**src/rtl/uart_pkg.sv**
```systemverilog
// Shared UART definitions: FSM state encoding (used by RX and TX),
// legal oversampling ratios, parity-type encodings and a parity helper.
`timescale 1ns/1ps
package uart_pkg;

    typedef enum logic [2:0] {
        IDLE,
        START,
        DATA,
        PARITY,
        STOP
    } uart_state_e;

    localparam logic [5:0] PRESC_8  = 6'd8;
    localparam logic [5:0] PRESC_16 = 6'd16;
    localparam logic [5:0] PRESC_32 = 6'd32;

    localparam logic PAR_EVEN = 1'b0;
    localparam logic PAR_ODD  = 1'b1;

    // Expected parity bit from the XOR-reduction of the data word.
    function automatic logic par_expected(input logic par_typ,
                                          input logic data_xor);
        return data_xor ^ (par_typ == PAR_ODD);
    endfunction

endpackage

```
**src/rtl/uart_rx_sampler.sv**
```systemverilog
// Per-bit oversampling counter with three-tap mid-bit capture and 2-of-3 vote.
// Ports: clk_i/rst_i, rx_i (synchronised line), presc_i (captured ratio),
//        start_i (start detected), active_i (FSM not idle), bit_val_o, bit_end_o.
`timescale 1ns/1ps
module uart_rx_sampler
    import uart_pkg::*;
(
    input  logic       clk_i,
    input  logic       rst_i,
    input  logic       rx_i,
    input  logic [5:0] presc_i,
    input  logic       start_i,
    input  logic       active_i,
    output logic       bit_val_o,
    output logic       bit_end_o
);

    logic [5:0] edge_cnt_q, edge_cnt_d;
    logic [2:0] tap_q, tap_d;
    logic [5:0] half;
    logic       last_edge;

    assign half      = {1'b0, presc_i[5:1]};
    assign last_edge = (edge_cnt_q == presc_i - 6'd1);

    always_comb begin
        edge_cnt_d = edge_cnt_q;
        tap_d      = tap_q;
        // The start-detection cycle itself is edge 0, so counting resumes at 1.
        if (start_i) begin
            edge_cnt_d = 6'd1;
        end else if (active_i) begin
            edge_cnt_d = last_edge ? 6'd0 : edge_cnt_q + 6'd1;
        end else begin
            edge_cnt_d = 6'd0;
        end
        if (active_i) begin
            if (edge_cnt_q == half - 6'd1) tap_d[0] = rx_i;
            if (edge_cnt_q == half)        tap_d[1] = rx_i;
            if (edge_cnt_q == half + 6'd1) tap_d[2] = rx_i;
        end
    end

    always_ff @(posedge clk_i) begin
        if (rst_i) begin
            edge_cnt_q <= 6'd0;
            tap_q      <= 3'b111;
        end else begin
            edge_cnt_q <= edge_cnt_d;
            tap_q      <= tap_d;
        end
    end

    assign bit_end_o = active_i && last_edge;
    assign bit_val_o = (tap_q[0] & tap_q[1]) |
                       (tap_q[0] & tap_q[2]) |
                       (tap_q[1] & tap_q[2]);

endmodule

```
**src/rtl/uart_rx.sv**
```systemverilog
// UART receiver: synchroniser, frame FSM, LSB-first deserialiser, parity/stop checks.
// Ports: CLK, RST (sync, active high), RX_IN, PAR_EN, PAR_TYP, PRESCALE in;
//        P_DATA, DATA_VALID, PAR_ERR, STP_ERR out (all registered).
`timescale 1ns/1ps
module uart_rx
    import uart_pkg::*;
#(
    parameter int DATA_WIDTH = 8
) (
    input  logic                  CLK,
    input  logic                  RST,
    input  logic                  RX_IN,
    input  logic                  PAR_EN,
    input  logic                  PAR_TYP,
    input  logic [5:0]            PRESCALE,
    output logic [DATA_WIDTH-1:0] P_DATA,
    output logic                  DATA_VALID,
    output logic                  PAR_ERR,
    output logic                  STP_ERR
);

    localparam int CW = (DATA_WIDTH > 1) ? $clog2(DATA_WIDTH) : 1;
    localparam logic [CW-1:0] LAST_BIT = CW'(DATA_WIDTH - 1);

    logic sync1_q, rx_s_q;

    uart_state_e state_q, state_d;
    logic [5:0]  presc_q, presc_d;
    logic        par_en_q, par_en_d;
    logic        par_typ_q, par_typ_d;
    logic [CW-1:0] bit_cnt_q, bit_cnt_d;
    logic [DATA_WIDTH-1:0] word_q, word_d;
    logic        par_mis_q, par_mis_d;
    logic        stop_q, stop_d;
    logic        done_q, done_d;

    logic [DATA_WIDTH-1:0] p_data_q, p_data_d;
    logic        valid_q, valid_d;
    logic        par_err_q, par_err_d;
    logic        stp_err_q, stp_err_d;

    logic start_det;
    logic bit_val;
    logic bit_end;

    uart_rx_sampler u_sampler (
        .clk_i     (CLK),
        .rst_i     (RST),
        .rx_i      (rx_s_q),
        .presc_i   (presc_q),
        .start_i   (start_det),
        .active_i  (state_q != IDLE),
        .bit_val_o (bit_val),
        .bit_end_o (bit_end)
    );

    always_comb begin
        state_d   = state_q;
        presc_d   = presc_q;
        par_en_d  = par_en_q;
        par_typ_d = par_typ_q;
        bit_cnt_d = bit_cnt_q;
        word_d    = word_q;
        par_mis_d = par_mis_q;
        stop_d    = stop_q;
        done_d    = 1'b0;
        p_data_d  = p_data_q;
        valid_d   = 1'b0;
        par_err_d = 1'b0;
        stp_err_d = 1'b0;
        start_det = 1'b0;

        // Frame verdict is issued one cycle after the stop bit closes, so
        // it can overlap detection of a back-to-back start bit.
        if (done_q) begin
            stp_err_d = ~stop_q;
            par_err_d = par_mis_q;
            if (stop_q && !par_mis_q) begin
                p_data_d = word_q;
                valid_d  = 1'b1;
            end
        end

        unique case (state_q)
            IDLE: begin
                if (!rx_s_q) begin
                    start_det = 1'b1;
                    state_d   = START;
                    presc_d   = PRESCALE;
                    par_en_d  = PAR_EN;
                    par_typ_d = PAR_TYP;
                    par_mis_d = 1'b0;
                end
            end
            START: begin
                if (bit_end) begin
                    if (bit_val) begin
                        state_d = IDLE;
                    end else begin
                        state_d   = DATA;
                        bit_cnt_d = '0;
                    end
                end
            end
            DATA: begin
                if (bit_end) begin
                    word_d[bit_cnt_q] = bit_val;
                    if (bit_cnt_q == LAST_BIT) begin
                        state_d = par_en_q ? PARITY : STOP;
                    end else begin
                        bit_cnt_d = bit_cnt_q + 1'b1;
                    end
                end
            end
            PARITY: begin
                if (bit_end) begin
                    par_mis_d = bit_val != par_expected(par_typ_q, ^word_q);
                    state_d   = STOP;
                end
            end
            STOP: begin
                if (bit_end) begin
                    stop_d  = bit_val;
                    done_d  = 1'b1;
                    state_d = IDLE;
                end
            end
            default: state_d = IDLE;
        endcase
    end

    always_ff @(posedge CLK) begin
        if (RST) begin
            sync1_q   <= 1'b1;
            rx_s_q    <= 1'b1;
            state_q   <= IDLE;
            presc_q   <= PRESC_8;
            par_en_q  <= 1'b0;
            par_typ_q <= PAR_EVEN;
            bit_cnt_q <= '0;
            word_q    <= '0;
            par_mis_q <= 1'b0;
            stop_q    <= 1'b1;
            done_q    <= 1'b0;
            p_data_q  <= '0;
            valid_q   <= 1'b0;
            par_err_q <= 1'b0;
            stp_err_q <= 1'b0;
        end else begin
            sync1_q   <= RX_IN;
            rx_s_q    <= sync1_q;
            state_q   <= state_d;
            presc_q   <= presc_d;
            par_en_q  <= par_en_d;
            par_typ_q <= par_typ_d;
            bit_cnt_q <= bit_cnt_d;
            word_q    <= word_d;
            par_mis_q <= par_mis_d;
            stop_q    <= stop_d;
            done_q    <= done_d;
            p_data_q  <= p_data_d;
            valid_q   <= valid_d;
            par_err_q <= par_err_d;
            stp_err_q <= stp_err_d;
        end
    end

    assign P_DATA     = p_data_q;
    assign DATA_VALID = valid_q;
    assign PAR_ERR    = par_err_q;
    assign STP_ERR    = stp_err_q;

endmodule

```
**config.mk**
```make
export PLATFORM = sky130hd
export DESIGN_NAME = uart_rx
export DESIGN_NICKNAME = d
export VERILOG_FILES = /design/src/rtl/uart_pkg.sv /design/src/rtl/uart_rx_sampler.sv /design/src/rtl/uart_rx.sv
export SDC_FILE = /design/constraint.sdc
export NUM_CORES = 1
export LEC_CHECK = 0
export CORE_ASPECT_RATIO = 1.1
export CORE_MARGIN = 4
export CORE_UTILIZATION = 55
export CTS_BUF_LIST = sky130_fd_sc_hd__clkbuf_16
export DETAILED_ROUTE_END_ITERATION = 10
export PLACE_DENSITY = 0.79
export SLEW_MARGIN = 25
export SYNTH_ARGS = -nofsm -noshare
export SYNTH_HDL_FRONTEND = slang
export SYNTH_SLANG_ARGS = --single-unit
```
**constraint.sdc**
```tcl
create_clock -name CLK -period 3.1 [get_ports CLK]
set_input_delay 0.465 -clock CLK [delete_from_list [all_inputs] [get_ports CLK]]
set_output_delay 0.465 -clock CLK [all_outputs]
set_load 0.01 [all_outputs]
```
==> results of run 1 <==
[worst max-delay path: stages (launching register included)]
cell and delay [ps]:
dfxtp_1 550, inv_1 120, ha_1 240, a21boi_1 160
xnor2_1 250, o2111a_1 480, o2111ai_1 310, mux2i_1 190
[stage by stage]
stage	power, mW	instance area (µm²)	util [%]
CTS	1.30	2920	66.1
global placement	0.727	2760	62.5
floorplan	0.700	2560	-
detailed placement	0.729	2760	62.5
finish	1.30	2920	66.1
global route	1.34	2920	66.1
[area by class of cell]
cell class                 count  area [µm²]  area share, %
clock inverter                 2        33.8           1.16
timing repair buffer          23         225           7.73
multi-input combinational    215        1500           51.3
tap                           54        67.6           2.32
sequential                    47         941           32.3
inverter                       7        26.3          0.901
clock buffer                   5         125           4.29
[registers in the layout, summed over array words and instances (netlist names)]
name / flops
word_q: 8
u_sampler.tap_q: 3
P_DATA: 8
bit_cnt_q: 3
stop_q: 1
rx_s_q: 1
state_q: 3
PAR_ERR: 1
done_q: 1
presc_q: 6
par_mis_q: 1
par_en_q: 1
STP_ERR: 1
sync1_q: 1
par_typ_q: 1
u_sampler.edge_cnt_q: 6
DATA_VALID: 1
[layout by cell type, fill, tap and decap left out, types with 4 or more instances in the layout]
cell type        Yosys  routed
nor4_1               8       8
nor3b_1              5       5
dfxtp_1             47      47
clkdlybuf4s50_1      0      21
nand3b_1             5       5
nor2_1              22      22
and3_1               5       5
nand2_1             33      33
xnor2_1             21      21
o21ai_0              7       7
ha_1                 7       7
mux2i_1             21      21
nor2b_1              4       4
clkbuf_16            0       5
nand3_1             15      15
xor2_1               8       8
a21oi_1             11      11
nor4b_1              4       4
inv_1                7       8
[synth_stat cells, types with 2 or more instances]
master and number:
nand3b_1 5, a211o_1 2, xnor2_1 21, a21oi_1 11
a31o_2 2, buf_6 2, or4_1 2, buf_2 2
and2_1 2, a211oi_1 2, nor4b_1 4, nor4bb_1 2
mux2i_1 21, nand3_1 15, and3_1 5, o21ai_0 7
nor3b_1 5, clkbuf_1 9, inv_1 7, nand4_1 2
buf_1 4, dfxtp_1 47, or2_2 2, o2111ai_1 2
nor4_1 8, nor3_1 2, nor2b_1 4, nand2_1 33
nor2_1 22, ha_1 7, xor2_1 8
[routing by layer]
| layer | part of all wire [%] | track usage [%] | vias to the layer above |
|---|---|---|---|
| met1 | 45 | 25.2 | 956 |
| met4 | 1.0 | 6.09 | 0 |
| met3 | 2.4 | 3.27 | 6 |
| met5 | 0 | 0 | - |
| li1 | - | - | 1035 |
| met2 | 52 | 36.5 | 22 |
[cell families after synthesis]
family	after synthesis	share of synthesized area, %
muxes	21	8.22
buffers and inverters	26	4.70
adders and majority gates	8	3.82
DFF	47	36.8
xor gates and xnor gates	30	10.8
AOI/OAI and AO/OA	37	10.5
and+or+nand+nor	119	25.2
[worst min-delay path by stage]
stage             end     from  cells after the start  slack, ps
2_1_floorplan  rx_s_q  sync1_q                      1        390
3_3_place_gp   rx_s_q  sync1_q                      1        390
3_5_place_dp   rx_s_q  sync1_q                      1        400
4_1_cts        rx_s_q  sync1_q                      1        410
5_1_grt        rx_s_q  sync1_q                      1        430
6_report       rx_s_q  sync1_q                      1        410
[power by group]
part           internal (mW)  leakage, nW  total [mW]  switching (mW)
combinational         0.0401        0.700      0.0914          0.0513
clock                  0.373       0.0811       0.580           0.207
sequential             0.611        0.380       0.625          0.0137
==> qor_table.md, run 1 <==
| Result | This run | Unit |
|---|---|---|
| Required arrival time at the worst endpoint | 3250 | ps |
| Endpoint class of the critical path | register | - |
| Maximum clock skew at final layout | 4.69 | ps |
| Predominant post-synthesis flop cell | dfxtp_1 | - |
| Number of global-route vias before repair | 2,093 | - |
| Cell count after synthesis | 288 | - |
| Final HPWL from detailed placement | 3820 | µm |
| Root buffer cell | clkbuf_16 | - |
| Final critical delay including setup and external delays | 2420 | ps |
| Power per standard cell area | 445 | nW/µm² |
| Critical path destination | bit_cnt_q[2] | - |
| Final std cells w/o fill | 353 | - |
| Largest net degree at the start of global routing | 37 | - |
| Worst setup path startpoint | presc_q[2] | - |
| Cell accounting for the most synthesized area | dfxtp_1 | - |
| Post-synthesis cell area | 2560 | µm² |
| Setup repair after global routing missed its margin | false | - |
| X dimension of the die | 73.0 | µm |
| Max clock buf depth | 2 | - |
| Maximum net fanout on the critical path | 12 | - |
| DR pass1 iterations | 4 | - |
| All-Layer GR Usage | 20.6 | % |
| Number of gates resized after cts | 0 | - |
| Status | complete, no violations | - |
| Count of endpoints failing hold in the final timing report | 0 | - |
| Most area-consuming cells after synthesis | dfxtp_1, mux2i_1, xnor2_1 | - |
| Number of post-CTS setup repair buffers | 0 | - |
| Number of cells in the design after placement | 346 | - |
| Min setup slack post-route | 676 | ps |
| Async set-or-reset flop fraction in the synthesized netlist | 0 | % |
| FF-to-FF End | bit_cnt_q[2] | - |
| Summed negative setup slack over all endpoints | 0 | ps |
| Total of buffers placed on input and output ports | 21 | - |
| Setup WS pre-CTS | 699 | ps |
| Post-detailed-route via-to-cell ratio | 5.72 | - |
| Detailed Route WL | 5360 | µm |
| Worst reg2reg setup slack | 680 | ps |
| Flop and latch count out of synthesis | 47 | - |
| Nets | 317 | - |
| Clock transition time at the flip-flop clock pins of the worst setup and hold paths | 60 | ps |
| Endpoints failing setup | 0 | - |
| Layout cell share with drive strength beyond 1 | 5.69 | % |
| Num rows | 25 | - |
| Class of the most critical hold timing path | reg -> reg | - |
| Antenna violations before repair | 0 | - |
| Number of inserted filler cells in the final layout | 380 | - |
| Clock insertion delay at the later pin of the skew report | 280 | ps |
| Arrival time of the worst setup path | 2570 | ps |
| Post-route antenna net violation count | 0 | - |
| Netlist cell types | 52 | - |
| Count of inserted antenna diode cells | 0 | - |
| Fin Hold WS | 409 | ps |
| Slew @ Worst Pin | 591 | ps |
| Max Slew Vio Count | 0 | - |
| Number of warnings issued by yosys | 0 | - |
| Portion of the post-synthesis area used by sequential elements | 36.8 | % |
| Startpoint kind of the worst setup timing path | register | - |
| Routed wire length per instance | 15.2 | µm |
| Total of max-cap violations | 0 | - |
| Die Y-Extent | 79.5 | µm |
| Share of Yosys cell area claimed by the top area cell type | 36.8 | % |
| Count of hold buffers inserted by post-cts repair | 0 | - |
| Area growth from synthesis to layout | 14.0 | % |
| Overflow after GRT | 0 | - |
| I/O pin count | 22 | - |
| Maximum clock frequency | 0.413 | GHz |
| Type of the worst setup path | reg -> reg | - |
| Wire length of the first global-routing pass | 9550 | µm |
| Clock tree from TritonCTS | yes | - |
| Peak supply drop | 0.259 | mV |
| Placer congestion estimate | 0.899 | - |
| LEAKAGE | 1.16 | nW |
| Total die area | 5810 | µm² |
| Origin of the critical flop-to-flop path | presc_q[2] | - |
| CTS buffer count | 5 | - |
| Drt drc | 0 | - |
| Total core area | 4410 | µm² |
| Average footprint of a synthesized cell | 8.88 | µm² |
| Max-slew headroom | 60.5 | % |
| R2R depth | 7 | - |
| Detailed router's first-iteration violation count | 169 | - |
| Total clock sinks | 47 | - |
| Via count of the routed design | 2,019 | - |
| CTS H-tree lvls | 2 | - |
| Count of flip-flops with a built-in enable after synthesis | 0 | - |
| Final worst-path cycle share | 78.2 | % |
| Initial Util | 58.0 | % |
| Net count after synthesis | 306 | - |
(Power assumes the default switching activity.)
==> run 2, diff against run 1 <==
--- a/config.mk
+++ b/config.mk
@@ -7,7 +7,7 @@
 export LEC_CHECK = 0
 export CORE_ASPECT_RATIO = 1.1
 export CORE_MARGIN = 4
-export CORE_UTILIZATION = 55
+export CORE_UTILIZATION = 52
 export CTS_BUF_LIST = sky130_fd_sc_hd__clkbuf_16
 export DETAILED_ROUTE_END_ITERATION = 10
 export PLACE_DENSITY = 0.79
==> constraint.sdc (replaced) <==
create_clock -name CLK -period 1.94 [get_ports CLK]
set_input_delay 0.291 -clock CLK [delete_from_list [all_inputs] [get_ports CLK]]
set_output_delay 0.291 -clock CLK [all_outputs]
set_load 0.01 [all_outputs]
==> run 2 against run 1 <==
Effect of this change:
- routed wire length rose by 9.9%
- highest routed layer unchanged
- critical endpoint is now word_q[7]
- die area rose by 5.2%
- worst setup slack got worse by 620 ps
- fmax rose by 28%
- design area rose by 10%
- sequential share of layout area fell by 3.0 points
- global-route usage fell by 0.23 points
- largest power group unchanged
==> qor_table.md, run 2 (same netlist as run 1, synthesis figures left out) <==
| Result | This run | Unit | vs previous |
|---|---|---|---|
| Status | complete, no violations | - |  |
| Summed negative setup slack over all endpoints | 0 | ps | unchanged |
| Total core area | 4720 | µm² | +7.0% |
| Number of inserted filler cells in the final layout | 355 | - | -6.6% |
| Clock insertion delay at the later pin of the skew report | 290 | ps | about the same |
| Cell with the biggest individual delay on the critical path | or4_4 | - |  |
| Arrival time of the worst setup path | 2050 | ps | -520 ps |
| Antenna violations before repair | 0 | - | unchanged |
| Total die area | 6110 | µm² | +5.2% |
| Count of endpoints failing hold in the final timing report | 0 | - | unchanged |
| Max clock buf depth | 2 | - | unchanged |
| Total clock sinks | 47 | - | unchanged |
| Maximum clock skew at final layout | 4.33 | ps | -0.358 ps |
| LEAKAGE | 1.28 | nW | +10% |
| Final critical delay including setup and external delays | 1890 | ps | -536 ps |
| Via count of the routed design | 2,186 | - | +8.3% |
| Number of global-route vias before repair | 2,081 | - | -0.57% |
| Slew @ Worst Pin | 622 | ps | +30.9 ps |
| Placer congestion estimate | 0.911 | - | +1.3% |
| Routed wire length per instance | 15.7 | µm | +3.4% |
| DR pass1 iterations | 4 | - | unchanged |
| Clock transition time at the flip-flop clock pins of the worst setup and hold paths | 70 | ps | about the same |
| Count of hold buffers inserted by post-cts repair | 0 | - | unchanged |
| Final HPWL from detailed placement | 4100 | µm | +7.3% |
| Most frequent cells in the layout | dfxtp_1, nand2_1, nor2_1, mux2i_1, clkdlybuf4s50_1 | - |  |
| Type of the worst setup path | reg -> reg | - |  |
| Maximum clock frequency | 0.530 | GHz | +28% |
| Wire length of the first global-routing pass | 9560 | µm | +0.15% |
| Drt drc | 0 | - | unchanged |
| Required arrival time at the worst endpoint | 2110 | ps | -1140 ps |
| Class of the most critical hold timing path | reg -> reg | - |  |
| Detailed Route WL | 5890 | µm | +9.9% |
| GR Util met1 | 23.3 | % | -1.9 points |
| Peak supply drop | 0.494 | mV | +90% |
| Critical Path Max Stage Delay | 450 | ps | -100 ps |
| Nets | 336 | - | +6.0% |
| Utilization after layout | 68.2 | % | +2.1 points |
| Overflow after GRT | 0 | - | unchanged |
| Layout cell share with drive strength beyond 1 | 19.4 | % | +14 points |
| Post-route antenna net violation count | 0 | - | unchanged |
| Startpoint kind of the worst setup timing path | register | - |  |
| Max-slew headroom | 58.3 | % | -2.2 points |
| I/O pin count | 22 | - | unchanged |
| CTS H-tree lvls | 2 | - | unchanged |
| Total of max-cap violations | 0 | - | unchanged |
| Die Y-Extent | 81.6 | µm | +2.6% |
| R2R depth | 7 | - | unchanged |
| Origin of the critical flop-to-flop path | presc_q[1] | - |  |
| Num rows | 26 | - | +4.0% |
| Count of inserted antenna diode cells | 0 | - | unchanged |
| Power per standard cell area | 639 | nW/µm² | +44% |
| X dimension of the die | 74.9 | µm | +2.5% |
| Worst reg2reg setup slack | 50 | ps | -620 ps |
| Most common cell after layout, fill and taps aside | dfxtp_1 | - |  |
| Met2 track demand over resource in global routing | 36.8 | % | +0.27 points |
| Cell class contributing the biggest share of worst-path delay | simple AND/OR/NAND/NOR gates | - |  |
| Critical path destination | word_q[7] | - |  |
| Worst setup path startpoint | presc_q[1] | - |  |
| Maximum net fanout on the critical path | 6 | - | -6 |
| Initial Util | 54.2 | % | -3.8 points |
| Worst path bufs/invs | 1 | - | unchanged |
| Endpoint class of the critical path | register | - |  |
| Root buffer cell | clkbuf_16 | - |  |
| Final worst-path cycle share | 97.3 | % | +19 points |
| CTS buffer count | 5 | - | unchanged |
| Met3 GRT Util | 4.77 | % | +1.5 points |
| Endpoints failing setup | 0 | - | unchanged |
| Post-detailed-route via-to-cell ratio | 5.83 | - | +1.9% |
| Clock tree from TritonCTS | yes | - |  |
| Number of cells on the critical path | 7 | - | unchanged |
| Top Usage Layer GRT | met2 | - |  |
| Total of buffers placed on input and output ports | 21 | - | unchanged |
| Area growth from synthesis to layout | 25.9 | % |  |
| Detailed router's first-iteration violation count | 118 | - | -30% |
| Number of cells in the design after placement | 366 | - | +5.8% |
| Final std cells w/o fill | 375 | - | +6.2% |
| Overall power | 2.06 | mW | +59% |
| Ordered list of cells on the worst path | inv_4 > ha_2 > a21boi_4 > and3_4 > o2111ai_4 > or4_4 > mux2i_1 | - |  |
| FF-to-FF End | word_q[7] | - |  |
| All-Layer GR Usage | 20.4 | % | -0.23 points |
| Max Slew Vio Count | 0 | - | unchanged |
| Setup repair after global routing missed its margin | true | - |  |
| Largest net degree at the start of global routing | 30 | - | -19% |
run 2: metrics by stage:
step                setup WS, ps  area [µm²]  hold slack [ps]
finish                      52.0        3220              412
global route               -35.1        3220              422
CTS                         6.46        3140              419
detailed placement         -65.1        2930              402
global placement           -3.76        2930              392
floorplan                   9.51        2610              389
run 2: layer usage:
layer / wire length (µm) / vias to the layer above
li1: - / 1069
met4: 121 / 0
met5: 0 / -
met1: 2470 / 1073
met3: 186 / 10
met2: 3110 / 34
run 2: area by class of cell:
class	instances	area, µm²	share of cell area [%]
clock inverter	3	23.8	0.738
timing repair buffer	42	372	11.5
inverter	7	28.8	0.894
clock buffer	5	125	3.89
sequential	47	943	29.3
tap	56	70.1	2.18
multi-input combinational	215	1660	51.5
run 2: power by group:
| part | switching [mW] | internal (mW) |
|---|---|---|
| combinational | 0.113 | 0.0969 |
| clock | 0.377 | 0.482 |
| sequential | 0.0126 | 0.976 |
run 2: worst min-delay path by stage:
stage / startpoint / to / slack (ps) / cells after the start
after floorplan: sync1_q / rx_s_q / 390 / 1
after global placement: sync1_q / rx_s_q / 390 / 1
after detailed placement: sync1_q / rx_s_q / 400 / 1
after CTS: sync1_q / rx_s_q / 420 / 1
after global routing: sync1_q / rx_s_q / 420 / 1
final: sync1_q / rx_s_q / 410 / 1
run 2: repair_timing:
item                                    4_1_cts  5_1_grt
endpoints found under the hold margin         0        0
pin swaps                                     1        1
resized for setup                            11       15
endpoints found under the setup margin       12       17
setup buffers                                 0        1
